$ cat config.mk
export PLATFORM = sky130hd
export DESIGN_NAME = disp_page_sched
export DESIGN_NICKNAME = d
export VERILOG_FILES = /design/src/rtl/disp_sched_pkg.sv /design/src/rtl/rr_arb4.sv /design/src/rtl/disp_page_sched.sv
export SDC_FILE = /design/constraint.sdc
export NUM_CORES = 1
export LEC_CHECK = 0
export CORE_ASPECT_RATIO = 0.5
export CORE_UTILIZATION = 42
export DETAILED_ROUTE_END_ITERATION = 10
export GPL_TIMING_DRIVEN = 0
export HOLD_SLACK_MARGIN = 0.05
export PLACE_DENSITY = 0.87
export SYNTH_ARGS = -nofsm -noshare
export SYNTH_HDL_FRONTEND = slang
export SYNTH_SLANG_ARGS = --single-unit
$ cat constraint.sdc
create_clock -name clk -period 2.9 [get_ports clk]
set_clock_uncertainty 0.15 [all_clocks]
set_input_delay 0.435 -clock clk [delete_from_list [all_inputs] [get_ports clk]]
set_output_delay 0.435 -clock clk [all_outputs]
set_load 0.02 [all_outputs]
$ cat src/rtl/disp_sched_pkg.sv
// Shared types and constants for the debug display page scheduler.
package disp_sched_pkg;

  typedef enum logic [1:0] {
    IDLE    = 2'd0,
    SHOW_HI = 2'd1,
    SHOW_LO = 2'd2,
    DONE    = 2'd3
  } state_t;

  localparam int unsigned NSRC     = 4;
  localparam logic [3:0]  DP_BLANK = 4'b1111;

  function automatic logic [NSRC-1:0] src_onehot(input logic [1:0] idx);
    return 4'b0001 << idx;
  endfunction

endpackage

$ cat src/rtl/rr_arb4.sv
// Combinational 4-way round-robin arbiter; searches ptr+1, ptr+2, ptr+3, ptr.
module rr_arb4
  import disp_sched_pkg::*;
(
  input  logic [NSRC-1:0] req,
  input  logic [1:0]      ptr,
  output logic            gnt_valid,
  output logic [1:0]      gnt_idx
);

  // Walk from farthest to nearest so the nearest requester wins.
  always_comb begin
    gnt_valid = 1'b0;
    gnt_idx   = ptr;
    for (int k = NSRC; k >= 1; k--) begin
      if (req[ptr + 2'(k)]) begin
        gnt_valid = 1'b1;
        gnt_idx   = ptr + 2'(k);
      end
    end
  end

endmodule

$ cat src/rtl/disp_page_sched.sv
// Time-shares the 4-digit hex display among four 32-bit debug sources,
// showing the high then low half-word of the granted source for DWELL cycles each.
module disp_page_sched
  import disp_sched_pkg::*;
#(
  parameter int unsigned          DWELL_W = 24,
  parameter logic [DWELL_W-1:0]   DWELL   = DWELL_W'(24'd12_500_000)
) (
  input  logic                 clk,
  input  logic                 reset,
  input  logic [NSRC-1:0]      req,
  input  logic [32*NSRC-1:0]   data,
  input  logic                 hold,
  input  logic                 step,
  output logic [NSRC-1:0]      ack,
  output logic [15:0]          disp_num,
  output logic [3:0]           dp_out,
  output logic                 busy,
  output logic [1:0]           cur_src
);

  localparam logic [DWELL_W-1:0] LAST = DWELL - DWELL_W'(1);

  state_t               state_q, state_d;
  logic [DWELL_W-1:0]   cnt_q, cnt_d;
  logic [31:0]          word_q, word_d;
  logic [1:0]           cur_src_q, cur_src_d;
  logic [1:0]           ptr_q, ptr_d;
  logic                 gnt_valid;
  logic [1:0]           gnt_idx;
  logic                 page_end;

  rr_arb4 u_arb (
    .req       (req),
    .ptr       (ptr_q),
    .gnt_valid (gnt_valid),
    .gnt_idx   (gnt_idx)
  );

  always_ff @(posedge clk) begin
    if (reset) begin
      state_q   <= IDLE;
      cnt_q     <= '0;
      word_q    <= '0;
      cur_src_q <= 2'd0;
      ptr_q     <= 2'd3;
    end else begin
      state_q   <= state_d;
      cnt_q     <= cnt_d;
      word_q    <= word_d;
      cur_src_q <= cur_src_d;
      ptr_q     <= ptr_d;
    end
  end

  // step overrides hold; hold only freezes the count, never ends a page.
  always_comb begin
    state_d   = state_q;
    cnt_d     = cnt_q;
    word_d    = word_q;
    cur_src_d = cur_src_q;
    ptr_d     = ptr_q;
    page_end  = step || ((cnt_q == LAST) && !hold);
    case (state_q)
      IDLE: begin
        if (gnt_valid) begin
          word_d    = data[{gnt_idx, 5'b00000} +: 32];
          cur_src_d = gnt_idx;
          ptr_d     = gnt_idx;
          cnt_d     = '0;
          state_d   = SHOW_HI;
        end
      end
      SHOW_HI, SHOW_LO: begin
        if (page_end) begin
          cnt_d   = '0;
          state_d = (state_q == SHOW_HI) ? SHOW_LO : DONE;
        end else if (!hold) begin
          cnt_d = cnt_q + DWELL_W'(1);
        end
      end
      DONE:    state_d = IDLE;
      default: state_d = IDLE;
    endcase
  end

  // DONE keeps the low page on the display while the ack pulses.
  always_comb begin
    disp_num = 16'h0000;
    dp_out   = DP_BLANK;
    ack      = '0;
    busy     = (state_q != IDLE);
    case (state_q)
      SHOW_HI: begin
        disp_num = word_q[31:16];
        dp_out   = ~src_onehot(cur_src_q);
      end
      SHOW_LO: begin
        disp_num = word_q[15:0];
        dp_out   = src_onehot(cur_src_q);
      end
      DONE: begin
        disp_num = word_q[15:0];
        dp_out   = src_onehot(cur_src_q);
        ack      = src_onehot(cur_src_q);
      end
      default: ;
    endcase
  end

  assign cur_src = cur_src_q;

endmodule

==> results of run 1 <==
-- power by group --
| group | internal (mW) | switching, mW | total (mW) |
|---|---|---|---|
| clock network | 0.821 | 0.375 | 1.20 |
| logic | 1.05 | 1.32 | 2.37 |
| registers | 1.13 | 0.187 | 1.31 |
| total | 2.99 | 1.89 | 4.88 |
-- layout make-up --
type | instances | area, um2 | area share [%]
Timing Repair Buffer | 162 | 1620 | 28.2
Sequential cell | 62 | 1240 | 21.6
Buffer | 27 | 119 | 2.07
Inverter | 6 | 22.5 | 0.392
Tap cell | 112 | 140 | 2.44
Clock buffer | 13 | 270 | 4.70
Clock inverter | 3 | 65.1 | 1.13
Multi-Input combinational cell | 325 | 2270 | 39.5
-- per-layer routing --
layer	vias to the layer above	share of wire [%]	track usage [%]
li1	1891	-	-
met1	1819	39	27.8
met2	145	50	46.4
met3	18	8.6	7.41
met4	0	2.1	9.94
met5	-	0	0
-- through the flow --
step,hold slack [ps],setup WS (ps),instance area [um2],power (mW)
6_report,317,95.1,5750,4.88
3_3_place_gp,297,-43.7,5420,3.64
4_1_cts,320,92.8,5740,4.88
5_1_grt,338,6.79,5750,5.16
3_5_place_dp,307,-98.8,5420,3.69
2_1_floorplan,283,481,3660,2.85
-- registers in the layout (all words and copies together), names as in the netlist --
name and flops:
state_q 2, word_q 32, cur_src 2, cnt_q 24, ptr_q 2
-- tightest hold or removal path, stage by stage, from the launching register on --
cell and delay, ps:
dfxtp_1 330, nand2_1 50, o221ai_1 50
-- placed cells by master (no fill, tap or decap), types with 4 or more instances in the layout --
| cell type | netlist | final |
|---|---|---|
| dlygate4sd2_1 | 0 | 9 |
| mux2i_1 | 65 | 65 |
| o221ai_1 | 32 | 32 |
| clkbuf_1 | 14 | 11 |
| clkbuf_16 | 0 | 9 |
| ha_1 | 6 | 6 |
| nor2_1 | 49 | 49 |
| nor4_1 | 5 | 5 |
| a21oi_1 | 9 | 9 |
| nand2_1 | 56 | 56 |
| nand4_1 | 12 | 12 |
| a22oi_1 | 16 | 16 |
| buf_1 | 6 | 5 |
| dfxtp_1 | 62 | 62 |
| nand2b_1 | 6 | 6 |
| xor2_1 | 19 | 19 |
| clkdlybuf4s50_1 | 0 | 148 |
| nand3_1 | 8 | 8 |
| dlymetal6s2s_1 | 0 | 4 |
| inv_1 | 6 | 6 |
| nor3_1 | 4 | 4 |
| buf_2 | 8 | 9 |
-- final timing paths --
check,to,slack (ps),cells after the start
min reg2reg,word_q[12]$_SDFFE_PP0P_,320,2
min,word_q[12]$_SDFFE_PP0P_,320,2
max,disp_num[7],100,6
max reg2reg,cnt_q[23]$_SDFFE_PP0P_,190,7
-- cell families after synthesis --
kind of cell | count (synthesis) | synth area share [%]
AOI/OAI and AO/OA | 74 | 16.7
xor gates and xnor gates | 21 | 5.03
adders and majority gates | 6 | 2.05
buffers and inverters | 35 | 3.97
DFF | 62 | 33.9
muxes | 65 | 17.8
and+or+nand+nor | 159 | 20.6
-- timing repair --
item,4_1_cts,5_1_grt
resized for setup,13,6
pin swaps,0,1
endpoints found under the setup margin,17,12
==> flow_metrics.py, run 1 <==
metrics = {
    "synthesis": {
        "synth_cells": 422,
        "synthFlopType": "dfxtp_1",
        "synth_seq_cells": 62,
        "async_reset_ff_share_pct": 0,
        "synth_cell_types": 45,
        "synth-edff-count": 0,
        "yosys-top-cells-count": "mux2i_1 (65), dfxtp_1 (62), nand2_1 (56)",
        "synth_top_area_cell": "dfxtp_1",
        "syn_area_mm2": 0.00366,
        "synth.net_count": 564,
        "synth_seq_area_share_pct": 33.9,
        "synth_most_common_cell": "mux2i_1",
        "ys_warn_count": 0,
        "synth_area_leaders": "dfxtp_1 (34%), mux2i_1 (18%), o221ai_1 (7.7%), nand2_1 (5.7%), nor2_1 (5.0%)",
        "synth_area_per_cell_um2": 8.67,
        "yosys.area.top_type_share_pct": 33.9,
    },
    "setup_path": {
        "max_stage_delay_ps": 580,
        "cp-start-kind": "flip-flop",
        "crit_chain": "inv_1 -> ha_1 -> or2_2 -> a22oi_1 -> nor2_1 -> clkdlybuf4s50_1",
        "cp_slowest_cell": "clkdlybuf4s50_1",
        "required_ps": 2320,
        "crit_buf_inv": 2,
        "critical_path_class": "flip-flop to primary output",
        "r2r-start": "state_q[1]$_SDFFE_PP0P_",
        "critPathCaptureType": "primary output",
        "cp.arrival_ps": 2220,
        "cp_max_fo": 7,
        "crit_family": "buffers and inverters",
        "crit_path_start": "state_q[0]$_SDFFE_PP0P_",
    },
    "status": {
        "status": "complete, no violations",
    },
    "worst_hold_path": {
        "worstHoldPathType": "flip-flop to flip-flop",
        "hp-start": "word_q[12]$_SDFFE_PP0P_",
    },
    "grt": {
        "grt_pass1_vias": 3801,
        "grt_max_degree": 11,
        "antenna_found_initial": 0,
        "grt_pass1_wl_mm": 17.9,
        "grt_usage_pct": 25.1,
        "grt_overflow": 0,
    },
    "pwr": {
        "vdd_drop_max_mv": 0.406,
        "powerDensity_mw_per_mm2": 848,
        "p_leak_nw": 2.34,
    },
    "routing": {
        "drtIter0Drc": 221,
        "ant_nets": 0,
        "wl_per_cell_um": 16.1,
        "post-route-drc-count": 0,
        "via_per_inst": 5.45,
        "first_pass_iters": 4,
        "wl_mm": 11.4,
        "num_vias": 3873,
    },
    "die": {
        "start_util_pct": 44.4,
        "die_h_um": 68.0,
        "die_area_mm2": 0.00911,
        "rows": 23,
        "io_pins": 163,
        "core_area_mm2": 0.00823,
        "die_w_um": 134,
    },
    "timing": {
        "setup_viol_count_final": 0,
        "rsz0062_at_grt": "no",
        "period_minus_slack_ps": 2800,
        "hold_viol": 0,
        "tns_ps": 0,
        "period_share_pct": 96.7,
        "slew_violations": 0,
        "max_clock_freq_mhz": 357,
        "slew_headroom_pct": 48.7,
        "worst_slew_pin_slew_ps": 763,
    },
    "layout": {
        "diodes": 0,
        "fill_cells": 658,
        "syn2layout_area_growth_pct": 57.2,
        "layout.nets": 735,
        "final_layout_size_suffix_gt1_share_pct": 5.69,
        "fin_util_pct": 69.9,
        "layout.cells.non_filler": 710,
    },
    "clock_network": {
        "cts_made_buffers": 9,
        "cts_max_level": 3,
        "clock-root-buffer": "clkbuf_16",
        "ctsHoldBuffers": 0,
        "path_clk_slew_ps": 50,
        "cts_tree": "done",
        "cts_setup_buffers": 0,
        "cts_max_path_buffers": 2,
        "clk_latency_ps": 330,
        "clock_sinks": 62,
    },
    "placement": {
        "dp_hpwl_mm": 8.75,
        "place_inst": 696,
        "gp_congestion": 0.824,
        "io_buffers": 162,
    },
    "run": {
        "drv_cap": 0,
    },
}
Power figures use the tool's default switching activity.
==> inputs of run 2 (changes only) <==
ABC_AREA = 1   (was not set)
CORE_UTILIZATION = 47   (was 42)
PLACE_DENSITY = 0.88   (was 0.87)
==> run 2 against run 1 <==
  * Non-clock buffer count up 21
  * Largest cell class unchanged
  * Synthesized area is 37% higher
  * Die area is 22% higher
  * Wire length rose by 36%
  * Total power is 47% higher
  * Utilization fell by 0.81 points
  * Fmax is 2.5% lower
  * Largest power group unchanged
  * Synthesized cell count rose by 120%
  * First-iteration DRC count grew 140%
  * Cell count is 72% higher
==> flow_metrics.py, run 2 <==
metrics = {
    "routing": {
        "ant_nets": 0,
        "drtIter0Drc": 530,
        "wl_mm": 15.5,
        "via_per_inst": 4.99,
        "post-route-drc-count": 0,
        "wl_per_cell_um": 12.7,
        "num_vias": 6108,
        "first_pass_iters": 5,
    },
    "layout": {
        "top_regs": "word_q: 32 flops, cnt_q: 24 flops",
        "fill_cells": 919,
        "layout.nets": 1222,
        "layout.cells.non_filler": 1224,
        "layout_commonest_cell": "nand2_1",
        "syn2layout_area_growth_pct": 41.6,
        "final_layout_size_suffix_gt1_share_pct": 6.27,
        "largest-register": "word_q",
        "largest_reg_flops": 32,
        "final_cell_mix": "nand2_1 (211), inv_1 (210), nand3_1 (181)",
        "diodes": 0,
    },
    "status": {
        "status": "complete, no violations",
    },
    "synthesis": {
        "async_reset_ff_share_pct": 0,
        "synth_most_common_cell": "nand2_1",
        "synth_seq_cells": 62,
        "yosys-top-cells-count": "nand2_1 (211), inv_1 (210), nand3_1 (181)",
        "ys_warn_count": 0,
        "synth_area_per_cell_um2": 5.52,
        "synth.net_count": 1051,
        "synth_seq_area_share_pct": 24.8,
        "synth_cells": 909,
        "syn_area_mm2": 0.00501,
        "synth-edff-count": 0,
        "yosys.area.top_type_share_pct": 24.8,
        "synth_top_area_cell": "dfxtp_1",
        "synth_cell_types": 31,
        "synthFlopType": "dfxtp_1",
        "synth_area_leaders": "dfxtp_1 (25%), nand3_1 (18%), nand2_1 (16%), inv_1 (16%), nor2_1 (7.3%)",
    },
    "clock_network": {
        "clock_sinks": 62,
        "cts_max_level": 3,
        "clk_latency_ps": 340,
        "cts_setup_buffers": 0,
        "clock-root-buffer": "clkbuf_16",
        "cts_max_path_buffers": 2,
        "cts_tree": "done",
        "path_clk_slew_ps": 50,
        "cts_made_buffers": 9,
    },
    "setup_path": {
        "cp_slowest_cell": "clkdlybuf4s50_1",
        "cp-start-kind": "flip-flop",
        "critical_path_class": "flip-flop to primary output",
        "cp.arrival_ps": 2290,
        "required_ps": 2320,
        "crit_chain": "inv_1 -> ha_2 -> clkbuf_4 -> nand2_1 -> a21oi_1 -> clkdlybuf4s50_1",
        "critPathCaptureType": "primary output",
        "cp_max_fo": 10,
        "max_stage_delay_ps": 640,
        "worstRegToRegCells": 13,
    },
    "run": {
        "drv_cap": 0,
    },
    "grt": {
        "grt_pass1_wl_mm": 24.9,
        "grt_usage_pct": 28.4,
        "grt_overflow": 0,
        "grt_pass1_vias": 5460,
        "grt_max_degree": 11,
        "antenna_found_initial": 0,
    },
    "timing": {
        "period_share_pct": 99.2,
        "whs_ps": 319,
        "rsz0062_at_grt": "yes",
        "setup_viol_count_final": 0,
        "hold_viol": 0,
        "slew_violations": 0,
        "worst_slew_pin_slew_ps": 606,
        "period_minus_slack_ps": 2880,
        "max_clock_freq_mhz": 348,
        "slew_headroom_pct": 59.6,
    },
    "pwr": {
        "powerDensity_mw_per_mm2": 1010,
        "vdd_drop_max_mv": 0.538,
        "p_leak_nw": 3.82,
    },
    "die": {
        "rows": 26,
        "start_util_pct": 48.8,
        "die_area_mm2": 0.0111,
        "core_area_mm2": 0.0103,
        "die_w_um": 148,
        "io_pins": 163,
        "die_h_um": 75.0,
    },
    "placement": {
        "gp_congestion": 0.908,
        "dp_hpwl_mm": 12.0,
        "place_inst": 1210,
        "io_buffers": 161,
    },
    "worst_hold_path": {
        "hold_path_depth": 2,
        "worstHoldPathType": "flip-flop to flip-flop",
    },
}
[run 2: changes by cell type after synthesis, sizes merged, moves of 8 or more]
cell	delta
xor2	-18
mux2i	-65
a21oi	+30
buf	+25
inv	+207
o21ai	+18
o221ai	-32
nand4	-8
nand2	+157
nand3	+174
a22oi	-16
nor2	+50
[run 2: cell families after synthesis]
group / Yosys count / synth area share, %
AND/OR/NAND/NOR: 512 / 43.9
buffers and inverters: 263 / 22.5
AO/OA/AOI/OAI: 65 / 7.16
flip-flops: 62 / 24.8
adder cells (fa/ha/maj): 6 / 1.50
XOR/XNOR: 1 / 0.175
[run 2: what timing repair did]
| action | 4_1_cts | 5_1_grt |
|---|---|---|
| hold endpoints to repair | 0 | 0 |
| hold buffers | 0 | 0 |
| setup endpoints to repair | 15 | 14 |
| resized for setup | 9 | 8 |
[run 2: metal layers]
metal  track usage, %  wire (um)
met1             35.1       6610
met2             51.5       7460
met4             8.71        353
met3             4.91       1060
met5                0          0
[run 2: where the power goes]
group | switching, mW | total (mW) | leakage [nW] | internal (mW)
registers | 0.162 | 1.24 | 0.510 | 1.08
clock network | 0.381 | 1.04 | 0.139 | 0.658
logic | 3.03 | 4.90 | 3.17 | 1.86
total | 3.57 | 7.18 | 3.82 | 3.61
[run 2: through the flow]
stage	setup slack, ps	total power, mW	area (um2)	TNS [ps]	util [%]
after floorplan	791	4.70	5010	0	-
after global placement	105	5.93	6800	0	66.2
after detailed placement	59.4	6.04	6800	0	66.2
after CTS	32.8	7.11	7080	0	68.9
after global routing	-60.4	7.77	7100	-224	69.0
final	24.3	7.18	7100	0	69.0
[run 2: cell type report]
class                      instances  area (um2)  share of cell area, %
multi-input combinational        584        2650                   37.3
timing repair buffer             161        1620                   22.9
sequential                        62        1240                   17.5
inverter                         213         800                   11.3
buffer                            49         329                   4.64
clock buffer                      11         233                   3.28
tap                              140         175                   2.47
clock inverter                     4        48.8                  0.687
[run 2: worst paths after layout]
check                     startpoint                     end  slack (ps)
max          state_q[1]$_SDFFE_PP0P_             disp_num[8]          20
min            cnt_q[2]$_SDFFE_PP0P_   cnt_q[2]$_SDFFE_PP0P_         320
max reg2reg  state_q[0]$_SDFFE_PP0P_  cnt_q[14]$_SDFFE_PP0P_         570
min reg2reg    cnt_q[2]$_SDFFE_PP0P_   cnt_q[2]$_SDFFE_PP0P_         320
[run 2: worst max-delay path: cells and delay by family (launching register included)]
family	cells	cell delay (ps)
buf+inv	3	1020
flops	1	330
fa+ha+maj	1	310
compound gates	1	210
simple gates	1	70
==> inputs of run 3 (changes only) <==
CTS_CLUSTER_SIZE = 25   (was not set)
SETUP_SLACK_MARGIN = 0.1   (was not set)
==> run 3 against run 2 <==
  * Worst setup slack gained 200 ps
  * Sequential power is essentially flat
  * Cell area shrank 0.51%
  * Wire length shrank 0.36%
  * Total power shrank 0.55%
  * Largest power group unchanged
==> flow_metrics.py, run 3 (same netlist as run 2, synthesis figures left out) <==
metrics = {
    "die": {
        "core_area_mm2": 0.0103,
        "rows": 26,
        "start_util_pct": 48.8,
        "die_w_um": 148,
        "die_h_um": 75.0,
        "die_area_mm2": 0.0111,
        "io_pins": 163,
    },
    "grt": {
        "grt_usage_pct": 28.3,
        "grt_overflow": 0,
        "grt_pass1_wl_mm": 24.8,
        "grt_pass1_vias": 5461,
        "grt_max_degree": 11,
        "antenna_found_initial": 0,
    },
    "routing": {
        "num_vias": 6154,
        "wl_per_cell_um": 12.6,
        "wl_mm": 15.4,
        "first_pass_iters": 5,
        "via_per_inst": 5.02,
        "post-route-drc-count": 0,
        "ant_nets": 0,
        "drtIter0Drc": 467,
    },
    "status": {
        "status": "complete, no violations",
    },
    "layout": {
        "fin_util_pct": 68.7,
        "layout.nets": 1223,
        "syn2layout_area_growth_pct": 40.9,
        "diodes": 0,
        "fill_cells": 936,
        "largest-register": "word_q",
        "final_layout_size_suffix_gt1_share_pct": 6.27,
        "largest_reg_flops": 32,
        "final_cell_mix": "nand2_1 (211), inv_1 (210), nand3_1 (181)",
        "layout_commonest_cell": "nand2_1",
        "layout.cells.non_filler": 1225,
        "top_regs": "word_q: 32 flops, cnt_q: 24 flops",
    },
    "worst_hold_path": {
        "worstHoldPathType": "flip-flop to flip-flop",
        "hold_path_depth": 2,
        "hp-start": "cnt_q[2]$_SDFFE_PP0P_",
        "min_to": "cnt_q[2]$_SDFFE_PP0P_",
    },
    "pwr": {
        "internal-power_mw": 3.57,
        "sw_frac_of_total_pct": 50.0,
        "pwr-share-seq_pct": 17.4,
        "p_leak_nw": 3.77,
        "clockPowerShare_pct": 14.6,
        "powerDensity_mw_per_mm2": 1010,
        "p_sw_mw": 3.57,
        "p_comb_share_pct": 67.9,
        "vdd_drop_max_mv": 0.530,
    },
    "placement": {
        "dp_hpwl_mm": 12.0,
        "pre_cts_slack_ps": 59.4,
        "io_buffers": 161,
        "place_inst": 1210,
        "gp_congestion": 0.908,
    },
    "timing": {
        "period_minus_slack_ps": 2670,
        "worst_slew_pin_slew_ps": 646,
        "postLayoutSetupSlackWorst_ps": 225,
        "max_clock_freq_mhz": 374,
        "hold_viol": 0,
        "period_share_pct": 92.2,
        "tns_ps": 0,
        "slew_headroom_pct": 56.9,
        "slew_violations": 0,
        "setup_viol_count_final": 0,
        "rsz0062_at_grt": "no",
    },
    "clock_network": {
        "cts_resized": 24,
        "path_clk_slew_ps": 50,
        "ctsHoldBuffers": 0,
        "cts_max_path_buffers": 2,
        "cts_made_buffers": 9,
        "clock-root-buffer": "clkbuf_16",
        "clock_sinks": 62,
        "clk_latency_ps": 340,
        "cts_max_level": 3,
        "cts_tree": "done",
        "cts_setup_buffers": 0,
    },
    "setup_path": {
        "r2r-start": "state_q[0]$_SDFFE_PP0P_",
        "worstRegToRegCells": 13,
        "critPathCaptureType": "primary output",
        "worst_r2r_endpoint": "cnt_q[14]$_SDFFE_PP0P_",
        "required_ps": 2320,
        "cp_max_fo": 10,
        "critical_path_class": "flip-flop to primary output",
        "cp-start-kind": "flip-flop",
        "rrSetupSlack_ps": 580,
        "cp.arrival_ps": 2090,
    },
    "run": {
        "drv_cap": 0,
    },
}
-- run 3: per-layer routing --
layer / GRT usage [%] / share of wire (%) / vias to the layer above
met5: 0 / 0 / -
met4: 9.39 / 2.0 / 0
met3: 4.85 / 7.5 / 42
met2: 51.3 / 48 / 255
met1: 35.0 / 42 / 2745
li1: - / - / 3112
-- run 3: how the worst max path moves through the flow --
stage | to | start | slack (ps)
after floorplan | disp_num[0] | state_q[1]$_SDFFE_PP0P_ | 790
after global placement | disp_num[4] | state_q[1]$_SDFFE_PP0P_ | 110
after detailed placement | disp_num[4] | state_q[1]$_SDFFE_PP0P_ | 60
after CTS | dp_out[1] | state_q[0]$_SDFFE_PP0P_ | 230
after global routing | disp_num[14] | state_q[1]$_SDFFE_PP0P_ | 110
final | disp_num[4] | state_q[1]$_SDFFE_PP0P_ | 230
-- run 3: final cells by class --
cell class	instances	area, um2	area share [%]
Inverter	213	800	11.3
Sequential cell	62	1240	17.6
Clock buffer	11	233	3.30
Clock inverter	4	48.8	0.691
Tap cell	140	175	2.48
Multi-Input combinational cell	584	2650	37.5
Timing Repair Buffer	161	1590	22.5
Buffer	50	332	4.70
-- run 3: power groups by stage --
| stage | clock network [mW] | registers (mW) | logic [mW] |
|---|---|---|---|
| global placement | 0 | 1.24 | 4.68 |
| global route | 1.09 | 1.26 | 5.39 |
| CTS | 1.04 | 1.23 | 4.80 |
| floorplan | 0 | 1.21 | 3.49 |
| detailed placement | 0 | 1.24 | 4.80 |
| finish | 1.04 | 1.25 | 4.85 |
-- run 3: critical path: stages, from the launching register on --
cell and delay, ps:
dfxtp_1 330, inv_1 130, ha_1 180, clkbuf_2 210
buf_2 260, nand2_1 80, a21oi_1 200, dlygate4sd2_1 360
-- run 3: metrics by stage --
| step | area [um2] | hold WS [ps] | total power [mW] |
|---|---|---|---|
| 3_5_place_dp | 6800 | 310 | 6.04 |
| 3_3_place_gp | 6800 | 294 | 5.93 |
| 5_1_grt | 7060 | 340 | 7.74 |
| 6_report | 7060 | 319 | 7.14 |
| 2_1_floorplan | 5010 | 284 | 4.70 |
| 4_1_cts | 7060 | 320 | 7.07 |
